==> config.mk <==
export PLATFORM = sky130hd
export DESIGN_NAME = mem_access_unit
export DESIGN_NICKNAME = d
export VERILOG_FILES = /design/src/rtl/mem_access_unit.sv
export SDC_FILE = /design/constraint.sdc
export NUM_CORES = 1
export LEC_CHECK = 0
export BUFFER_PORTS_ARGS = -buffer_cell sky130_fd_sc_hd__buf_4
export CORE_MARGIN = 2
export CORE_UTILIZATION = 35
export CTS_CLUSTER_SIZE = 30
export DETAILED_ROUTE_END_ITERATION = 7
export GPL_TIMING_DRIVEN = 1
export PLACE_DENSITY = 0.66
export RECOVER_POWER = 100
export SLEW_MARGIN = 20
export SYNTH_ARGS = -nofsm -noshare
export SYNTH_HDL_FRONTEND = slang
export SYNTH_SLANG_ARGS = --single-unit
==> constraint.sdc <==
create_clock -name clk -period 3.19 [get_ports clk]
set_clock_uncertainty 0.2 [all_clocks]
set_input_delay 0.638 -clock clk [delete_from_list [all_inputs] [get_ports clk]]
set_output_delay 0.638 -clock clk [all_outputs]
set_load 0.03 [all_outputs]
==> src/rtl/mem_access_unit.sv <==
// rtl/mem_access_unit.sv - memory stage: turns EX/MEM control into req/ack data-memory accesses
// Double-word accesses are split into two word accesses; the result is registered for MEM/WB.
module mem_access_unit #(
  parameter bit BYTE_SIGNED = 1'b1,
  parameter int DW_STRIDE   = 4
) (
  input  logic        clk,
  input  logic        rst_n,
  input  logic        iFlush,
  input  logic        iByte,
  input  logic        iWrite,
  input  logic        iFloat,
  input  logic        iMWrite,
  input  logic        iDW,
  input  logic [1:0]  iWBsrc,
  input  logic [31:0] iALUout1,
  input  logic [31:0] iRegOut1,
  input  logic [31:0] iRegOut2,
  input  logic [31:0] iPcp4,
  input  logic [4:0]  iDstReg,
  output logic        oStall,
  output logic        oMemReq,
  output logic        oMemWe,
  output logic [31:0] oMemAddr,
  output logic [31:0] oMemWdata,
  output logic [3:0]  oMemBe,
  input  logic        iMemAck,
  input  logic [31:0] iMemRdata,
  output logic        oWrite,
  output logic        oFloat,
  output logic        oDW,
  output logic [1:0]  oWBsrc,
  output logic [4:0]  oDstReg,
  output logic [31:0] oALUout1,
  output logic [31:0] oPcp4,
  output logic [31:0] oMemLo,
  output logic [31:0] oMemHi
);

  typedef enum logic [1:0] {IDLE, ACC1, ACC2} state_t;

  localparam logic [31:0] STRIDE = 32'(DW_STRIDE);

  state_t      state;
  logic [31:0] lo_buf;
  logic        memop;
  logic        byte_acc;
  logic        is_load;
  logic        final_ack;
  logic        capture;
  logic [31:0] word_addr;
  logic [31:0] rdata_shift;
  logic [7:0]  lane;
  logic [31:0] byte_data;

  assign memop     = !iFlush && (iMWrite || iWBsrc == 2'b01);
  assign byte_acc  = iByte && !iDW;
  assign is_load   = !iMWrite;
  assign word_addr = {iALUout1[31:2], 2'b00};

  // Little-endian lane select: lane 0 is rdata[7:0].
  assign rdata_shift = iMemRdata >> {iALUout1[1:0], 3'b000};
  assign lane        = rdata_shift[7:0];
  assign byte_data   = BYTE_SIGNED ? {{24{lane[7]}}, lane} : {24'h000000, lane};

  assign final_ack = ((state == ACC1) && iMemAck && !iDW) || ((state == ACC2) && iMemAck);
  assign capture   = ((state == IDLE) && !memop) || final_ack;

  // Request side is combinational from state and the held EX/MEM inputs; reset forces it quiet.
  always_comb begin
    oStall    = 1'b0;
    oMemReq   = 1'b0;
    oMemWe    = 1'b0;
    oMemAddr  = 32'h0;
    oMemWdata = 32'h0;
    oMemBe    = 4'h0;
    if (rst_n) begin
      case (state)
        IDLE: oStall = memop;
        ACC1: begin
          oMemReq  = 1'b1;
          oMemWe   = iMWrite;
          oMemAddr = byte_acc ? iALUout1 : word_addr;
          oMemBe   = byte_acc ? (4'b0001 << iALUout1[1:0]) : 4'b1111;
          if (iMWrite) oMemWdata = byte_acc ? {4{iRegOut2[7:0]}} : iRegOut2;
          oStall   = !final_ack;
        end
        ACC2: begin
          oMemReq  = 1'b1;
          oMemWe   = iMWrite;
          oMemAddr = word_addr + STRIDE;
          oMemBe   = 4'b1111;
          if (iMWrite) oMemWdata = iRegOut1;
          oStall   = !iMemAck;
        end
        default: oStall = 1'b0;
      endcase
    end
  end

  always_ff @(posedge clk or negedge rst_n) begin
    if (!rst_n) begin
      state    <= IDLE;
      lo_buf   <= 32'h0;
      oWrite   <= 1'b0;
      oFloat   <= 1'b0;
      oDW      <= 1'b0;
      oWBsrc   <= 2'b00;
      oDstReg  <= 5'd0;
      oALUout1 <= 32'h0;
      oPcp4    <= 32'h0;
      oMemLo   <= 32'h0;
      oMemHi   <= 32'h0;
    end else begin
      if (capture) begin
        oWrite   <= iWrite && !iFlush;
        oFloat   <= iFloat;
        oDW      <= iDW;
        oWBsrc   <= iWBsrc;
        oDstReg  <= iDstReg;
        oALUout1 <= iALUout1;
        oPcp4    <= iPcp4;
      end
      case (state)
        IDLE: if (memop) state <= ACC1;
        ACC1: begin
          if (iMemAck) begin
            if (iDW) begin
              lo_buf <= iMemRdata;
              state  <= ACC2;
            end else begin
              state  <= IDLE;
              oMemLo <= is_load ? (byte_acc ? byte_data : iMemRdata) : 32'h0;
              oMemHi <= 32'h0;
            end
          end
        end
        ACC2: begin
          if (iMemAck) begin
            state  <= IDLE;
            oMemLo <= is_load ? lo_buf : 32'h0;
            oMemHi <= is_load ? iMemRdata : 32'h0;
          end
        end
        default: state <= IDLE;
      endcase
    end
  end

endmodule
==> results.txt <==
vias in the first global route -> 8,411
CTS tree -> built
first-pass GRT wire length -> 46,530 um
drt pass-1 iters -> 4
Tcrit/Tclk final -> 0.9728
leakage -> 5.567 nW
syn_nets -> 1,076
Final ANT Viol Nets -> 0
Worst R2R Path Depth -> 8
Hold Crit Depth -> 2
area delta synth->final -> 39.66%
largest fanout on the critical path -> 7
Final setup viols -> 0
Pwr Density -> 912.0 mW/mm^2
Yosys cell types -> 50
routed len/inst -> 19.27 um
Mapped Area -> 0.008957 mm^2
final hold viol count -> 0
largest net degree at the start of global routing -> 157
YS warnings -> 0
HP Start -> iPcp4[6]
CTS Hold Bufs -> 0
sequential share of power -> 0.309
DR DRC count -> 0
Nets -> 1,451
Int Pwr -> 6.207 mW
Logic pwr share -> 0.502
Overall Global Routing Usage -> 0.2233
Mapped Cells -> 895
Worst Hold End -> oPcp4[6]$_DFFE_PN0P_
Seq cells post-synth -> 172
diode count -> 0
worst reg-to-reg setup slack -> 0.51 ns
number of buffer cells added on primary ports -> 384
Worst Path Required -> 2.35 ns
Vias/cell -> 5.237
clk root buf -> clkbuf_16
Die Footprint -> 0.02689 mm^2
Psw -> 5.202 mW
clk sinks -> 172
critical path class -> flip-flop to output port
max frequency -> 0.3222 GHz
maxcap violations -> 0
routability cong. -> 0.8925
row count -> 58
CTS H-tree depth -> 4
floorplan core area -> 0.02518 mm^2
FF-to-FF End -> oMemLo[0]$_DFFE_PN0P_
drt total wl -> 31,090 um
dpl hpwl -> 22,890 um
Worst Hold Class -> input pin to flip-flop
Clock Path Buffers -> 2
global route overflow -> 0
Avg Inst Size Synth -> 10.01 um^2
cts bufs inserted -> 17
Worst Setup End Kind -> output port
I/O Pins -> 385
final slew viol count -> 0
worst r2r src -> state[0]$_DFFE_PN0P_
actual slew at the worst max-slew pin -> 1.167 ns
Clk Latency, worst-skew pair -> 0.43 ns
Die W -> 164.0 um
maximum VDD drop -> 0.0005143 V
WHS -> 0.2288 ns
Clock power frac -> 0.189
initial antenna violation count -> 0
status -> completed
Slew HR -> 0.2221
initial drt markers -> 550
Worst Setup SP -> state[0]$_DFFE_PN0P_
fin util -> 0.4968
via count -> 8,447
post-layout min period -> 3.103 ns
sequential share of the synthesized area -> 0.4805
Net Sw Frac -> 0.4559
layout cells sized above 1 -> 0.3585
die extent in y -> 164.0 um
type of origin of the critical path -> flip-flop
clk slew on worst S/H paths -> 0.08 ns
Worst EP arrival -> 2.27 ns
Initial Util -> 0.3557
[final cells by class]
class                           count  area [um^2]
Tap cell                          330        412.9
Multi-Input combinational cell    644         4382
Fill cell                        2481        12670
Clock inverter                     15        185.2
Inverter                           12        45.04
Timing Repair Buffer              423         2755
Clock buffer                       17        425.4
Sequential cell                   172         4304
[layer usage]
metal / vias up / wire (um) / track usage
met2: 318 / 15250 / 0.3772
met5: - / 0 / 0
met3: 42 / 2350 / 0.06035
met1: 4126 / 12730 / 0.2770
met4: 0 / 758 / 0.07297
li1: 3961 / - / -
[power by group through the flow]
stage / logic, mW / clock network [mW] / registers [mW]
floorplan: 2.57 / 0 / 4.86
global placement: 6.20 / 0 / 3.54
detailed placement: 6.27 / 0 / 3.58
CTS: 6.29 / 2.22 / 3.55
global route: 6.12 / 2.30 / 3.64
finish: 5.73 / 2.15 / 3.53
[layout by cell type (no fill, tap or decap), drive strengths merged, types with 3 or more instances in the layout]
cell type	n
a21oi	50
a221oi	3
a22oi	8
a2bb2oi	30
a31oi	10
a32o	25
a41oi	3
and2	10
and3	5
buf	283
clkbuf	157
clkinv	6
dfrtp	172
ha	5
inv	20
mux2	107
mux2i	7
nand2	155
nand2b	28
nand3	17
nand4	12
nor2	53
nor2b	6
nor4	5
o21ai	77
o221a	6
o41ai	4
[cell usage after synthesis (all sizes together)]
master / instances / area, um^2
nand4: 12 / 105.1
o21bai: 2 / 15.01
o41ai: 4 / 35.03
o31ai: 1 / 7.510
o211ai: 2 / 15.01
and3: 5 / 31.28
inv: 12 / 45.04
a32o: 25 / 250.2
a221oi: 3 / 26.28
o21a: 2 / 15.01
a41oi: 3 / 26.28
ha: 5 / 62.56
or4: 1 / 7.510
nand3: 17 / 95.09
a22oi: 8 / 60.06
o221a: 6 / 67.56
nor3: 2 / 10.01
mux2i: 7 / 70.07
o21ai: 77 / 385.4
nand2b: 28 / 175.2
mux4: 1 / 22.52
nand2: 155 / 584.3
a21o: 1 / 7.510
nor2: 53 / 198.9
and2: 10 / 62.56
dfrtp: 172 / 4304
a311oi: 2 / 17.52
nor3b: 1 / 7.510
o21ba: 1 / 10.01
buf: 33 / 185.2
clkbuf: 34 / 137.6
a21oi: 50 / 261.5
a31oi: 10 / 62.56
nor4: 5 / 67.56
a22o: 2 / 17.52
a2bb2oi: 30 / 262.8
nor2b: 6 / 37.54
mux2: 107 / 1205
[stage by stage]
step | total power [mW] | cell area, um^2 | setup TNS (ns) | worst slack (ns) | instances
after floorplan | 7.423 | 8957 | -0.8130 | -0.2710 | 895
after global placement | 9.744 | 12290 | 0 | 0.1783 | 1575
after detailed placement | 9.855 | 12290 | 0 | 0.1318 | 1575
after CTS | 12.07 | 12930 | 0 | 0.003052 | 1607
after global routing | 12.07 | 12510 | -0.004361 | -0.002269 | 1613
final | 11.41 | 12510 | 0 | 0.08661 | 1613
[worst max path at each step]
stage	endpoint	slack, ns	cells after the start
final	oMemAddr[6]	0.09	8
after CTS	oMemBe[3]	0.003	7
after global placement	oMemAddr[22]	0.18	8
after detailed placement	oMemAddr[20]	0.13	9
after floorplan	oMemAddr[14]	-0.27	8
after global routing	oMemAddr[6]	-0.002	8
[state kept, by name, summed over array words and instances (netlist names)]
signal,count
oMemHi,32
oDstReg,5
oWrite,1
oPcp4,32
oFloat,1
oALUout1,32
state,2
oDW,1
lo_buf,32
oWBsrc,2
oMemLo,32
[logic make-up (layout without fill, tap and decap cells)]
logic type	count (synthesis)	after routing	share of synthesized area
AOI/OAI and AO/OA	229	229	0.1722
and+or+nand+nor	295	295	0.1544
buffers and inverters	79	467	0.04107
muxes	115	115	0.1449
adders and majority gates	5	5	0.006984
DFF	172	172	0.4805
[worst max-delay path, cell delays in order (launching register included)]
cell and delay (ns):
dfrtp_1 0.43, inv_2 0.09, ha_4 0.27, buf_4 0.12
and3_4 0.23, buf_4 0.16, nand2_1 0.05, o21ai_0 0.27
buf_4 0.23
[what timing repair did]
item                       CTS  global route
cloned                       0             1
resized for setup            9            22
setup endpoints to repair   26            30
setup buffers                0             5
pin swaps                    0             1
Note: power is estimated with default switching activity, not from simulation.
